`src/rtl/lsu_pkg.sv`:
```
// Shared types, op codes and decode helpers for the MEM-stage load/store unit.
package lsu_pkg;

  localparam logic [7:0] EXE_ADD_OP = 8'b0010_0000;
  localparam logic [7:0] EXE_LB_OP  = 8'b1110_0000;
  localparam logic [7:0] EXE_LH_OP  = 8'b1110_0001;
  localparam logic [7:0] EXE_LW_OP  = 8'b1110_0011;
  localparam logic [7:0] EXE_LBU_OP = 8'b1110_0100;
  localparam logic [7:0] EXE_LHU_OP = 8'b1110_0101;
  localparam logic [7:0] EXE_SB_OP  = 8'b1110_1000;
  localparam logic [7:0] EXE_SH_OP  = 8'b1110_1001;
  localparam logic [7:0] EXE_SW_OP  = 8'b1110_1011;

  // Value of the MEM/WB stall bit that lets the stage advance.
  localparam logic NoStop = 1'b0;

  typedef enum logic [1:0] {IDLE, WAIT, DONE} lsu_state_t;

  function automatic logic is_load(input logic [7:0] op);
    return op inside {EXE_LB_OP, EXE_LBU_OP, EXE_LH_OP, EXE_LHU_OP, EXE_LW_OP};
  endfunction

  function automatic logic is_store(input logic [7:0] op);
    return op inside {EXE_SB_OP, EXE_SH_OP, EXE_SW_OP};
  endfunction

  function automatic logic misaligned(input logic [7:0] op, input logic [1:0] off);
    logic mis;
    mis = 1'b0;
    case (op)
      EXE_LH_OP, EXE_LHU_OP, EXE_SH_OP: mis = off[0];
      EXE_LW_OP, EXE_SW_OP:             mis = |off;
      default:                          mis = 1'b0;
    endcase
    return mis;
  endfunction

  // Big-endian byte enables: lane 3 (sel[3]) holds the byte at offset 0.
  function automatic logic [3:0] sel_gen(input logic [7:0] op, input logic [1:0] off);
    logic [3:0] sel;
    sel = 4'b0000;
    case (op)
      EXE_LB_OP, EXE_LBU_OP, EXE_SB_OP: sel = 4'b1000 >> off;
      EXE_LH_OP, EXE_LHU_OP, EXE_SH_OP: sel = off[1] ? 4'b0011 : 4'b1100;
      EXE_LW_OP, EXE_SW_OP:             sel = 4'b1111;
      default:                          sel = 4'b0000;
    endcase
    return sel;
  endfunction

endpackage

```
`src/rtl/mem_load_align.sv`:
```
// Selects the addressed byte/halfword from a big-endian bus word and extends it.
module mem_load_align
  import lsu_pkg::*;
(
  input  logic [7:0]  aluop,
  input  logic [1:0]  addr,
  input  logic [31:0] rdata,
  output logic [31:0] data
);

  logic [7:0]  byte_sel;
  logic [15:0] half_sel;

  always_comb begin
    byte_sel = rdata[31:24];
    case (addr)
      2'd0:    byte_sel = rdata[31:24];
      2'd1:    byte_sel = rdata[23:16];
      2'd2:    byte_sel = rdata[15:8];
      default: byte_sel = rdata[7:0];
    endcase
    half_sel = addr[1] ? rdata[15:0] : rdata[31:16];
  end

  always_comb begin
    data = rdata;
    case (aluop)
      EXE_LB_OP:  data = {{24{byte_sel[7]}}, byte_sel};
      EXE_LBU_OP: data = {24'b0, byte_sel};
      EXE_LH_OP:  data = {{16{half_sel[15]}}, half_sel};
      EXE_LHU_OP: data = {16'b0, half_sel};
      default:    data = rdata;
    endcase
  end

endmodule

```
`src/rtl/mem_lsu.sv`:
```
// MEM-stage load/store unit: passes EX results through and runs req/gnt/rvalid bus accesses.
module mem_lsu
  import lsu_pkg::*;
#(
  parameter int unsigned ADDR_W = 32,
  parameter int unsigned DATA_W = 32
) (
  input  logic              clk,
  input  logic              rst,
  input  logic [5:0]        stall,
  input  logic [4:0]        ex_wd,
  input  logic              ex_wreg,
  input  logic [DATA_W-1:0] ex_wdata,
  input  logic [DATA_W-1:0] ex_hi,
  input  logic [DATA_W-1:0] ex_lo,
  input  logic              ex_whilo,
  input  logic [7:0]        ex_aluop,
  input  logic [ADDR_W-1:0] ex_mem_addr,
  input  logic [DATA_W-1:0] ex_reg2,
  output logic              dbus_req,
  output logic              dbus_we,
  output logic [ADDR_W-1:0] dbus_addr,
  output logic [3:0]        dbus_sel,
  output logic [DATA_W-1:0] dbus_wdata,
  input  logic              dbus_gnt,
  input  logic              dbus_rvalid,
  input  logic [DATA_W-1:0] dbus_rdata,
  output logic [4:0]        mem_wd,
  output logic              mem_wreg,
  output logic [DATA_W-1:0] mem_wdata,
  output logic [DATA_W-1:0] mem_hi,
  output logic [DATA_W-1:0] mem_lo,
  output logic              mem_whilo,
  output logic              mem_adel,
  output logic              mem_ades,
  output logic              stallreq
);

  lsu_state_t        state_q, state_d;
  logic [DATA_W-1:0] rdata_q;
  logic [DATA_W-1:0] load_data;
  logic [DATA_W-1:0] store_data;
  logic              capture;
  logic              op_load, op_store, op_misal;

  logic unused_stall;
  assign unused_stall = ^{stall[5], stall[3:0]};

  assign op_load  = is_load(ex_aluop);
  assign op_store = is_store(ex_aluop);
  assign op_misal = misaligned(ex_aluop, ex_mem_addr[1:0]);

  mem_load_align u_load_align (
    .aluop (ex_aluop),
    .addr  (ex_mem_addr[1:0]),
    .rdata (dbus_rdata),
    .data  (load_data)
  );

  always_comb begin
    store_data = '0;
    case (ex_aluop)
      EXE_SB_OP: store_data = {4{ex_reg2[7:0]}};
      EXE_SH_OP: store_data = {2{ex_reg2[15:0]}};
      EXE_SW_OP: store_data = ex_reg2;
      default:   store_data = '0;
    endcase
  end

  always_ff @(posedge clk) begin
    if (rst) begin
      state_q <= IDLE;
      rdata_q <= '0;
    end else begin
      state_q <= state_d;
      if (capture) rdata_q <= load_data;
    end
  end

  always_comb begin
    state_d    = state_q;
    capture    = 1'b0;
    dbus_req   = 1'b0;
    dbus_we    = op_store;
    dbus_addr  = {ex_mem_addr[ADDR_W-1:2], 2'b00};
    dbus_sel   = sel_gen(ex_aluop, ex_mem_addr[1:0]);
    dbus_wdata = store_data;
    stallreq   = 1'b0;
    mem_wd     = ex_wd;
    mem_wreg   = ex_wreg;
    mem_wdata  = ex_wdata;
    mem_hi     = ex_hi;
    mem_lo     = ex_lo;
    mem_whilo  = ex_whilo;
    mem_adel   = 1'b0;
    mem_ades   = 1'b0;

    unique case (state_q)
      IDLE: begin
        if (op_load || op_store) begin
          if (op_misal) begin
            mem_adel  = op_load;
            mem_ades  = op_store;
            mem_wreg  = 1'b0;
            mem_whilo = 1'b0;
          end else begin
            // Request stays asserted with stable attributes until granted.
            dbus_req = 1'b1;
            stallreq = 1'b1;
            if (dbus_gnt) state_d = WAIT;
          end
        end
      end
      WAIT: begin
        stallreq = 1'b1;
        if (dbus_rvalid) begin
          capture = 1'b1;
          state_d = DONE;
        end
      end
      DONE: begin
        if (op_load) mem_wdata = rdata_q;
        if (op_store) mem_wreg = 1'b0;
        if (stall[4] == NoStop) state_d = IDLE;
      end
      default: state_d = IDLE;
    endcase

    if (rst) begin
      capture   = 1'b0;
      dbus_req  = 1'b0;
      stallreq  = 1'b0;
      mem_wd    = '0;
      mem_wreg  = 1'b0;
      mem_wdata = '0;
      mem_hi    = '0;
      mem_lo    = '0;
      mem_whilo = 1'b0;
      mem_adel  = 1'b0;
      mem_ades  = 1'b0;
    end
  end

endmodule
```
`config.mk`:
```
export PLATFORM = sky130hd
export DESIGN_NAME = mem_lsu
export DESIGN_NICKNAME = d
export VERILOG_FILES = /design/src/rtl/lsu_pkg.sv /design/src/rtl/mem_load_align.sv /design/src/rtl/mem_lsu.sv
export SDC_FILE = /design/constraint.sdc
export NUM_CORES = 1
export LEC_CHECK = 0
export ABC_AREA = 1
export CAP_MARGIN = 20
export CORE_AREA = 2 2 154 156
export DETAILED_ROUTE_END_ITERATION = 7
export DIE_AREA = 0 0 156 158
export PLACE_DENSITY = 0.61
export REMOVE_ABC_BUFFERS = 1
export SETUP_SLACK_MARGIN = 0.05
export SLEW_MARGIN = 20
export SYNTH_ARGS = -nofsm -noshare
export SYNTH_HDL_FRONTEND = slang
export SYNTH_HIERARCHICAL = 1
export SYNTH_SLANG_ARGS = --single-unit
export TNS_END_PERCENT = 50
```
`constraint.sdc`:
```
create_clock -name clk -period 1.8 [get_ports clk]
set_clock_uncertainty 0.05 [all_clocks]
set_input_delay 0.18 -clock clk [delete_from_list [all_inputs] [get_ports clk]]
set_output_delay 0.18 -clock clk [all_outputs]
set_load 0.03 [all_outputs]
```
Word-level counts from Yosys, hierarchy flattened
Index checks and enable logic that the tools add are counted.
{ "word_totals": {"register_bits": 34, "in_bits": 217, "output_inout_bits": 176} }
{ "classes": {"n_eq_ne": 17, "shift": 1, "muxes": 45, "reduce_logical": 10} }
{ "ops": {"columns": ["operator", "n"], "rows": [
  ["two-way mux 32 bit", 5],
  ["case mux 32 bit (4 select lines)", 1],
  ["case mux 32 bit (3 select lines)", 1],
  ["equality test 8 bit, second input constant", 8],
  ["two-way mux 1 bit", 24],
  ["case mux 8 bit (3 select lines)", 1],
  ["two-way mux 16 bit", 1],
  ["case mux 4 bit (3 select lines)", 1],
  ["two-way mux 2 bit", 5],
  ["inequality test 2 bit, second input constant", 5],
  ["case mux 1 bit (2 select lines)", 3],
  ["case mux 2 bit (3 select lines)", 1],
  ["OR reduction 3 bit", 2],
  ["two-way mux 5 bit", 1],
  ["AND reduction 5 bit", 1],
  ["nonzero test 5 bit", 1],
  ["equality test 2 x 1 -> 1 bit, second input constant", 2],
  ["equality test 2 bit, second input constant", 2],
  ["zero test 2 bit", 2],
  ["two-way mux 4 bit", 1],
  ["OR reduction 2 bit", 2],
  ["right shift 4 x 2 -> 4 bit, first input constant", 1],
  ["nonzero test 3 bit", 1],
  ["logical OR 1 bit", 1]
]} }

Longest topological paths before layout
Gate-level depths: netlist of run 1.
{ "logic_depth": {"word_depth": 7, "ltp_mapped": 10, "mapped_depth_nobuf": 10} }

Cells and area by module
The synthesis of run 1 kept the hierarchy.
{ "by_module_without_submodules": {"columns": ["module", "instances", "cells_each", "area_each_um2", "seq_area_each_um2"], "rows": [
  ["mem_lsu", 1, 592, 3219.3, 680.7],
  ["mem_load_align", 1, 206, 1019.7, 0.0]
]} }

Least setup slack after synthesis of run 1
No wires, ideal clock.
{ "synth_timing": {"kind": "input-to-output", "startpoint": "input ex_aluop[4]", "endpoint": "output mem_wreg", "arrival_time_ps": 1666, "slack_ps": -96, "path_stages": 9, "cell_sequence": "inv_1 -> nand2_1 -> nor2_4 -> buf_6 -> o211ai_4 -> inv_1 -> nand2_1 -> nand2_1 -> nor3_1"} }
{ "synth_rtl": {"columns": ["element", "line", "rtl"], "rows": [
  ["start: declaration", "mem_lsu.sv:17", "input logic [7:0] ex_aluop,"],
  ["equality test 8 bit", "lsu_pkg.sv:24", "return op inside {EXE_SB_OP, EXE_SH_OP, EXE_SW_OP};"],
  ["nonzero test 3 bit *", "lsu_pkg.sv:24", null],
  ["named net dbus_we", "mem_lsu.sv:21", "output logic dbus_we,"],
  ["logical OR 1 bit", "mem_lsu.sv:100", "if (op_load || op_store) begin"],
  ["two-way mux 1 bit", "mem_lsu.sv:100", null],
  ["case mux 1 bit (2 select lines) *", "mem_lsu.sv:98", "unique case (state_q)"],
  ["two-way mux 1 bit *", "mem_lsu.sv:129", "if (rst) begin"],
  ["end: declaration", "mem_lsu.sv:29", "output logic mem_wreg,"]
]} }
Mark *: on every way through the listed nets, which the timed path passes. The rest lies on a longest branch.

Final worst setup path of run 1
{ "layout_timing": {"startpoint": "input ex_aluop[5]", "endpoint": "output dbus_req"} }
{ "layout_via": {"elab_chain_cells": 7} }
{ "layout_lines": {"columns": ["element", "line", "rtl"], "rows": [
  ["equality test 8 bit (on tied branches)", "lsu_pkg.sv:20, lsu_pkg.sv:30, lsu_pkg.sv:24", null],
  ["OR reduction 3 bit or OR reduction 2 bit (tied branches)", "lsu_pkg.sv:30", "case (op)"],
  ["case mux 1 bit (2 select lines)", "lsu_pkg.sv:30", null],
  ["two-way mux 1 bit", "mem_lsu.sv:101", "if (op_misal) begin"],
  ["two-way mux 1 bit *", "mem_lsu.sv:100", null],
  ["two-way mux 1 bit *", "mem_lsu.sv:98", null],
  ["two-way mux 1 bit *", "mem_lsu.sv:129", null],
  ["end: declaration", "mem_lsu.sv:20", "output logic dbus_req,"]
]} }
Mark *: on every way between the ends. The rest lies on a longest branch, timed or not.

==> flow_metrics.py, run 1 <==
metrics = {
    "outcome": {
        "status": "complete, no violations",
    },
    "power": {
        "p_clk_share_pct": 33.7,
        "swShare_pct": 33.1,
        "p_per_area_nw_per_um2": 394,
        "power_frac_seq_pct": 21.9,
        "switchingPower_mw": 1.15,
        "power_leakage_nw": 4.40,
        "internal_power_mw": 2.32,
        "ir_drop_uv": 334,
        "pwr-share-comb_pct": 44.4,
    },
    "sta": {
        "min_period_over_period_pct": 99.1,
        "grt_setup_unrepaired": "yes",
        "final-hold-violation-count": 0,
        "slew_viol_final": 0,
        "finalSetupViolCount": 0,
        "whs_ns": 0.310,
        "max_freq_mhz": 561,
        "finalSetupTns_ns": 0,
        "period_needed_ns": 1.78,
    },
    "critical_path": {
        "crit_end": "dbus_req",
        "critPathRequiredTime_ns": 1.57,
        "startpoint_type": "input pin",
        "reg2reg_depth": 7,
        "cp_max_fo": 4,
        "r2r_setup_slack_ns": 0.32,
        "r2r-end": "rdata_q[6]$_SDFFE_PP0P_",
        "endpoint_kind": "output port",
        "r2r_start": "state_q[0]$_SDFFE_PP0P_",
        "crit_path_start": "ex_aluop[5]",
        "arrival_ns": 1.55,
        "path_class": "in2out",
    },
    "routing": {
        "first_pass_iters": 4,
        "wl_per_cell_um": 17.1,
        "first_iter_violations": 286,
        "drt_wl_total_um": 24400,
        "ant_nets": 0,
        "routed_via_density": 4.37,
        "vias": 6259,
        "drc": 0,
    },
    "finish": {
        "areaGrowthSynthToFinish_pct": 107,
        "fin_area_um2": 8790,
        "drive_gt1_share_pct": 28.8,
        "fin_nets": 1355,
        "final_common_cell": "clkdlybuf4s50_1",
        "seq_area_um2": 683,
        "fillers": 2404,
        "multi_input_area_um2": 3060,
        "mostFrequentLayoutCells": "211 x clkdlybuf4s50_1, 160 x nand2_1, 139 x nor2_1, 139 x buf_4, 109 x inv_1",
    },
    "yosys": {
        "yosys.area.top_type": "dfxtp_1",
        "synthTopCellsByArea": "dfxtp_1 16%, nand2_1 15%, nor2_1 15%, nand3_1 12%, inv_1 11%",
        "async_flop_share_pct": 0,
        "synth_edf_count": 0,
        "avgSynthCellArea_um2": 5.31,
        "synthFlopType": "dfxtp_1",
        "synthCells": 798,
        "synth_cell_types": 34,
        "yosys_warnings": 6,
        "yosysSeqAreaShare_pct": 16.1,
        "synth-seq-cells": 34,
        "synthesis.area_um2": 4240,
        "synth_top_area_share_pct": 16.1,
    },
    "global_route": {
        "grt_pass1_wl_um": 34700,
        "grt.overflow.total": 0,
        "grt_util_all_layers_pct": 18.6,
        "antenna_found_initial": 4,
        "grt_pass1_vias": 6040,
        "grt_start_max_net_pins": 38,
    },
    "clock_tree": {
        "clk_path_buf_depth": 2,
        "htree_levels": 2,
        "root_buffer": "clkbuf_16",
        "tritoncts": "yes",
        "worstSkewPairLatency_ns": 0.28,
        "cts_num_sinks": 34,
        "cts_hold_buf": 0,
        "numCtsBuffers": 5,
    },
    "floorplanning": {
        "die_h_um": 158,
        "initial_core_util_pct": 18.4,
        "fp.dieW_um": 156,
        "core_area_um2": 23100,
        "rows": 56,
        "dieArea_um2": 24600,
        "io-pin-count": 393,
    },
    "placed_design": {
        "place_congestion": 0.796,
        "hpwlAfterDp_um": 20100,
        "port_buffers": 325,
        "placed_cell_area_um2": 7860,
    },
    "flow_run": {
        "maxCapViolations": 0,
    },
    "hold_path": {
        "hold_class": "in2out",
    },
}
[area by class of cell]
type	instances	share of cell area, %
Inverter	124	5.55
Clock buffer	5	1.42
Sequential cell	34	7.77
Timing Repair Buffer	407	45.5
Multi-Input combinational cell	566	34.8
Tap cell	290	4.13
Antenna cell	3	0.0854
Clock inverter	3	0.783
[flip-flops by register name, summed over array words and instances, names as in the netlist]
register and cells:
rdata_q 32, state_q 2
[worst min-delay path by stage]
stage	slack, ns	end	startpoint	cells past startpoint
after floorplan	0.20	state_q[0]$_SDFFE_PP0P_	rst	1
after global placement	0.31	dbus_addr[31]	ex_mem_addr[31]	0
after detailed placement	0.31	dbus_addr[31]	ex_mem_addr[31]	0
after CTS	0.31	dbus_addr[31]	ex_mem_addr[31]	0
after global routing	0.31	dbus_addr[31]	ex_mem_addr[31]	0
final	0.31	dbus_addr[31]	ex_mem_addr[31]	0
[power groups by stage]
stage / sequential [mW] / combinational [mW] / clock [mW]
after floorplan: 0.773 / 0.575 / 0
after global placement: 0.774 / 1.45 / 0
after detailed placement: 0.774 / 1.46 / 0
after CTS: 0.757 / 1.49 / 1.18
after global routing: 0.757 / 1.65 / 1.21
final: 0.757 / 1.54 / 1.17
[cells in the mapped netlist, types with 2 or more instances]
| master | n |
|---|---|
| a21oi_1 | 9 |
| nand3_1 | 104 |
| buf_1 | 3 |
| o21ai_1 | 9 |
| buf_6 | 7 |
| buf_4 | 33 |
| o22ai_1 | 8 |
| dfxtp_1 | 34 |
| buf_2 | 12 |
| clkbuf_1 | 17 |
| nand2_1 | 174 |
| buf_8 | 3 |
| nand2_4 | 2 |
| nand3_2 | 12 |
| o21ai_0 | 50 |
| inv_2 | 3 |
| inv_1 | 120 |
| nor2_2 | 3 |
| nand2_2 | 5 |
| nor2_4 | 4 |
| nor2_1 | 173 |
[worst max-delay path: stages]
cell,delay [ns]
buf_2,0.12
nand2_4,0.07
nor2_4,0.04
buf_12,0.13
buf_6,0.12
buf_6,0.11
nand2_4,0.06
nand2_4,0.06
nand2_4,0.06
nand2_4,0.06
inv_6,0.07
nand2_4,0.07
nor3_4,0.23
buf_12,0.15
[through the flow]
step | total power, mW | setup slack, ns | util [%] | std cells
after floorplan | 1.35 | -0.561 | - | 724
after global placement | 2.23 | -0.425 | 34.1 | 1407
after detailed placement | 2.24 | -0.475 | 34.1 | 1407
after CTS | 3.43 | 0.0142 | 36.2 | 1428
after global routing | 3.62 | -0.0427 | 38.1 | 1430
final | 3.46 | 0.0159 | 38.1 | 1432
[logic make-up after synthesis]
family / synth area share, %
compound gates: 10.1
buf+inv: 23.1
flops: 16.1
other cells: 0.0885
simple gates: 50.7
[metal layers]
metal	wire (µm)	global-route usage [%]	vias to the layer above
met2	11300	31.2	301
li1	-	-	3106
met3	2640	8.27	26
met4	264	2.40	4
met1	10100	22.2	2822
met5	122	3.52	-
[what timing repair did]
action | CTS | global route
resized for setup | 89 | 140
pin swaps | 22 | 46
setup endpoints to repair | 75 | 69
gates cloned | 2 | 1
buffers inserted | 12 | 3
endpoints found under the hold margin | 0 | 0
(Power assumes the default switching activity.)
==> inputs of run 2 (changes only) <==
Settings changed: GPL_TIMING_DRIVEN from default to 0.
==> flow_metrics.py, run 2 (synthesis gave the netlist of run 1 again) <==
metrics = {
    "clock_tree": {
        "path_clk_slew_ns": 0.06,
        "worstSkewPairLatency_ns": 0.27,
        "cts_num_sinks": 34,
        "root_buffer": "clkbuf_16",
        "tritoncts": "yes",
        "numCtsBuffers": 5,
        "htree_levels": 2,
        "clk_path_buf_depth": 2,
    },
    "finish": {
        "areaGrowthSynthToFinish_pct": 99.4,
        "final_common_cell": "clkdlybuf4s50_1",
        "largest_reg_flops": 32,
        "fin_area_um2": 8450,
        "utilization_pct": 36.7,
        "drive_gt1_share_pct": 22.4,
        "mostFrequentLayoutCells": "218 x clkdlybuf4s50_1, 160 x nand2_1, 141 x nor2_1, 111 x inv_1, 103 x nand3_1",
        "fin_nets": 1322,
        "top_regs": "rdata_q: 32 flops, state_q: 2 flops",
        "largest_register": "rdata_q",
        "layout.cells.non_filler": 1397,
    },
    "floorplanning": {
        "rows": 56,
        "fp.dieW_um": 156,
        "dieArea_um2": 24600,
        "core_area_um2": 23100,
        "io-pin-count": 393,
        "die_h_um": 158,
        "initial_core_util_pct": 18.4,
    },
    "routing": {
        "ant_nets": 0,
        "wl_per_cell_um": 18.4,
        "routed_via_density": 4.42,
        "wl_met3_um": 2670,
        "drc": 0,
        "first_iter_violations": 241,
        "vias": 6179,
        "drt_wl_total_um": 25700,
        "m1WireLength_um": 10800,
        "dr_wl_met2_um": 11700,
        "top_layer": "met5",
        "first_pass_iters": 4,
    },
    "outcome": {
        "status": "complete, no violations",
    },
    "placed_design": {
        "placedCellCount": 1341,
        "place_congestion": 0.776,
        "hpwlAfterDp_um": 18700,
        "port_buffers": 325,
        "placed_cell_area_um2": 7410,
    },
    "global_route": {
        "grt_pass1_vias": 5871,
        "antenna_found_initial": 3,
        "grt_util_all_layers_pct": 20.0,
        "grt_start_max_net_pins": 77,
        "grt.overflow.total": 0,
        "grt_pass1_wl_um": 36300,
    },
    "hold_path": {
        "hold_class": "in2out",
    },
    "sta": {
        "finalSetupViolCount": 0,
        "worst_pin_slew_ns": 0.841,
        "period_needed_ns": 1.79,
        "slew_viol_final": 0,
        "grt_setup_unrepaired": "yes",
        "slew_headroom_pct": 43.7,
        "min_period_over_period_pct": 99.4,
        "final-hold-violation-count": 0,
        "max_freq_mhz": 559,
        "whs_ns": 0.310,
    },
    "power": {
        "swShare_pct": 35.3,
        "p_per_area_nw_per_um2": 368,
        "power_frac_seq_pct": 24.3,
        "ir_drop_uv": 238,
        "pwr-share-comb_pct": 47.5,
        "p_clk_share_pct": 28.2,
        "internal_power_mw": 2.01,
        "power_leakage_nw": 4.24,
        "switchingPower_mw": 1.10,
    },
    "critical_path": {
        "critPathRequiredTime_ns": 1.57,
        "cp_max_fo": 8,
        "endpoint_kind": "output port",
        "path_class": "reg2out",
        "startpoint_type": "flop",
        "arrival_ns": 1.56,
    },
    "flow_run": {
        "maxCapViolations": 0,
    },
}
[run 2: metal layers]
| metal | vias up | global-route usage [%] |
|---|---|---|
| li1 | 3050 | - |
| met1 | 2796 | 24.7 |
| met2 | 296 | 32.7 |
| met3 | 33 | 7.94 |
| met4 | 4 | 4.02 |
| met5 | - | 3.52 |
[run 2: repair_timing]
item                       in CTS  in global routing
hold endpoints to repair        0                  0
buffers inserted               23                 12
gates cloned                   12                  0
gates resized for setup       569                122
pin swaps                      28                 30
hold buffers                    0                  0
setup endpoints to repair     117                117
[run 2: power by group through the flow]
stage	registers [mW]	logic [mW]	clock network (mW)
3_5_place_dp	0.773	1.39	0
6_report	0.757	1.48	0.878
3_3_place_gp	0.773	1.38	0
2_1_floorplan	0.773	0.575	0
5_1_grt	0.757	1.59	0.937
4_1_cts	0.757	1.43	0.908
[run 2: final timing paths]
kind | start | end | slack [ns] | depth (start not counted)
worst min-delay path | ex_mem_addr[31] | dbus_addr[31] | 0.31 | 0
worst max register to register | state_q[0]$_SDFFE_PP0P_ | rdata_q[3]$_SDFFE_PP0P_ | 0.11 | 7
worst max-delay path | state_q[1]$_SDFFE_PP0P_ | mem_wdata[7] | 0.01 | 8
worst min register to register | rdata_q[0]$_SDFFE_PP0P_ | rdata_q[0]$_SDFFE_PP0P_ | 0.42 | 2
[run 2: final cells by class]
| type | instances | area (µm²) |
|---|---|---|
| multi-input combinational | 574 | 3150 |
| clock inverter | 1 | 5.00 |
| timing repair inverter | 4 | 56.3 |
| timing repair buffer | 362 | 3540 |
| clock buffer | 7 | 143 |
| antenna | 1 | 2.50 |
| tap | 290 | 363 |
| fill | 2465 | 14600 |
| inverter | 124 | 504 |
| sequential | 34 | 682 |
[run 2: metrics by stage]
| stage | setup TNS [ns] | power, mW | setup WS [ns] |
|---|---|---|---|
| 4_1_cts | -0.0940 | 3.10 | -0.0326 |
| 3_5_place_dp | -130.28 | 2.17 | -1.65 |
| 3_3_place_gp | -414.97 | 2.15 | -4.09 |
| 6_report | 0 | 3.11 | 0.0110 |
| 2_1_floorplan | -26.62 | 1.35 | -0.561 |
| 5_1_grt | -1.69 | 3.28 | -0.0622 |
[run 2: critical path, stage by stage, from the launching register on]
cell,delay (ns)
dfxtp_2,0.34
inv_2,0.05
nor2_4,0.11
buf_12,0.17
nand2_8,0.13
inv_16,0.13
nor2_2,0.06
nor2_4,0.12
buf_6,0.15
==> inputs of run 3 (changes only) <==
Settings changed: SETUP_SLACK_MARGIN 0.05 to 0.1.
==> flow_metrics.py, run 3 (synthesis gave the netlist of run 1 again) <==
metrics = {
    "floorplanning": {
        "die_h_um": 158,
        "initial_core_util_pct": 18.4,
        "rows": 56,
        "fp.dieW_um": 156,
        "io-pin-count": 393,
        "dieArea_um2": 24600,
        "core_area_um2": 23100,
    },
    "power": {
        "p_per_area_nw_per_um2": 358,
        "power_mw": 3.13,
        "power_leakage_nw": 4.77,
        "ir_drop_uv": 239,
    },
    "sta": {
        "worst_pin_slew_ns": 0.576,
        "max_freq_mhz": 552,
        "grt_setup_unrepaired": "yes",
        "slew_headroom_pct": 61.5,
        "whs_ns": 0.310,
        "timing.final.ws_setup_ns": -0.0102,
        "final-hold-violation-count": 0,
        "slew_viol_final": 0,
        "finalSetupViolCount": 2,
        "period_needed_ns": 1.81,
        "min_period_over_period_pct": 101,
    },
    "finish": {
        "layout.cells.non_filler": 1397,
        "areaGrowthSynthToFinish_pct": 106,
        "final_common_cell": "clkdlybuf4s50_1",
        "top_regs": "rdata_q: 32 flops, state_q: 2 flops",
        "largest_register": "rdata_q",
        "fin_area_um2": 8730,
        "largest_reg_flops": 32,
        "drive_gt1_share_pct": 25.3,
        "fin_nets": 1322,
        "mostFrequentLayoutCells": "174 x clkdlybuf4s50_1, 157 x nand2_1, 131 x nor2_1, 112 x inv_1, 100 x nand3_1",
    },
    "placed_design": {
        "hpwlAfterDp_um": 18700,
        "place_ws_ns": -1.65,
        "placedCellCount": 1341,
        "port_buffers": 325,
        "place_congestion": 0.776,
        "placed_cell_area_um2": 7410,
    },
    "critical_path": {
        "cp_slowest_cell": "buf_8",
        "arrival_ns": 1.58,
        "path_common_cell": "nand2_4",
        "path_class": "in2out",
        "cp_max_fo": 6,
        "crit_path_max_incr_delay_ns": 0.16,
        "endpoint_kind": "output port",
        "startpoint_type": "input pin",
        "cp_cell_sequence": "buf_8, inv_4, nand2_4, nor2_4, buf_8, buf_12, buf_12, nand2_4, nand2_4, nand2_2, nand2_2, inv_4, nor2_4, nor3_2, buf_6",
        "critPathRequiredTime_ns": 1.57,
    },
    "global_route": {
        "grt_pass1_vias": 5920,
        "grt_util_all_layers_pct": 20.2,
        "grt_pass1_wl_um": 36600,
        "grt.overflow.total": 0,
        "antenna_found_initial": 3,
        "grt_start_max_net_pins": 77,
    },
    "clock_tree": {
        "root_buffer": "clkbuf_16",
        "cts_hold_buf": 0,
        "cts_num_sinks": 34,
        "clk_path_buf_depth": 2,
        "worstSkewPairLatency_ns": 0.27,
        "tritoncts": "yes",
        "numCtsBuffers": 5,
        "htree_levels": 2,
    },
    "hold_path": {
        "hold_class": "in2out",
    },
    "routing": {
        "drc": 0,
        "vias": 6196,
        "first_pass_iters": 4,
        "wl_per_cell_um": 18.5,
        "first_iter_violations": 260,
        "drt_wl_total_um": 25900,
        "routed_via_density": 4.44,
        "ant_nets": 0,
    },
    "flow_run": {
        "maxCapViolations": 0,
    },
    "outcome": {
        "status": "finished, violations left",
        "violations": "setup timing",
    },
}
## run 3: changes by cell type in the layout (fill, tap and decap cells not counted), moves of 10 or more
cell | previous run | this run
nor2_1 | 141 | 131
clkdlybuf4s50_1 | 218 | 174
dlymetal6s2s_1 | 12 | 39
dlygate4sd2_1 | 10 | 26
## run 3: final cells by class
class / instances / area (µm²)
Multi-Input combinational cell: 574 / 3300
Inverter: 124 / 502
Sequential cell: 34 / 682
Antenna cell: 1 / 2.50
Clock inverter: 1 / 5.00
Tap cell: 290 / 363
Fill cell: 2460 / 14300
Timing Repair Buffer: 362 / 3660
Clock buffer: 7 / 143
Timing Repair inverter: 4 / 73.8
## run 3: per-stage QoR
step	util [%]	setup TNS, ns
CTS	35.6	-0.101
global route	37.9	-2.44
global placement	31.9	-414.97
detailed placement	32.1	-130.28
finish	37.9	-0.0171
floorplan	-	-26.62
## run 3: repair_timing
action | in CTS | in global routing
pin swaps | 30 | 40
gates cloned | 12 | 0
resized for setup | 648 | 150
endpoints found under the setup margin | 134 | 144
buffers inserted | 27 | 9
## run 3: metal layers
layer	vias up	GRT usage, %	routed length [µm]
met5	-	3.52	128
met4	4	4.28	453
met3	33	7.83	2470
met2	283	33.0	11900
met1	2822	24.9	10900
li1	3054	-	-
## run 3: power by group
part           leakage [nW]  internal [mW]  total (mW)  switching, mW
Clock                0.0739          0.549       0.878          0.329
Sequential            0.274          0.755       0.757        0.00179
Combinational          4.42          0.710        1.49          0.782
Total                  4.77           2.01        3.13           1.11
## run 3: final timing paths
path	endpoint	from	slack, ns	depth (start not counted)
setup / recovery	mem_wreg	ex_aluop[4]	-0.01	15
hold / removal	dbus_addr[31]	ex_mem_addr[31]	0.31	0
setup reg to reg	rdata_q[3]$_SDFFE_PP0P_	state_q[0]$_SDFFE_PP0P_	0.11	7
hold reg to reg	rdata_q[0]$_SDFFE_PP0P_	rdata_q[0]$_SDFFE_PP0P_	0.42	2
## run 3: worst max-delay path, delay by kind of cell
kind	cells	cell delay (ns)
buf+inv	7	0.73
simple gates	8	0.67
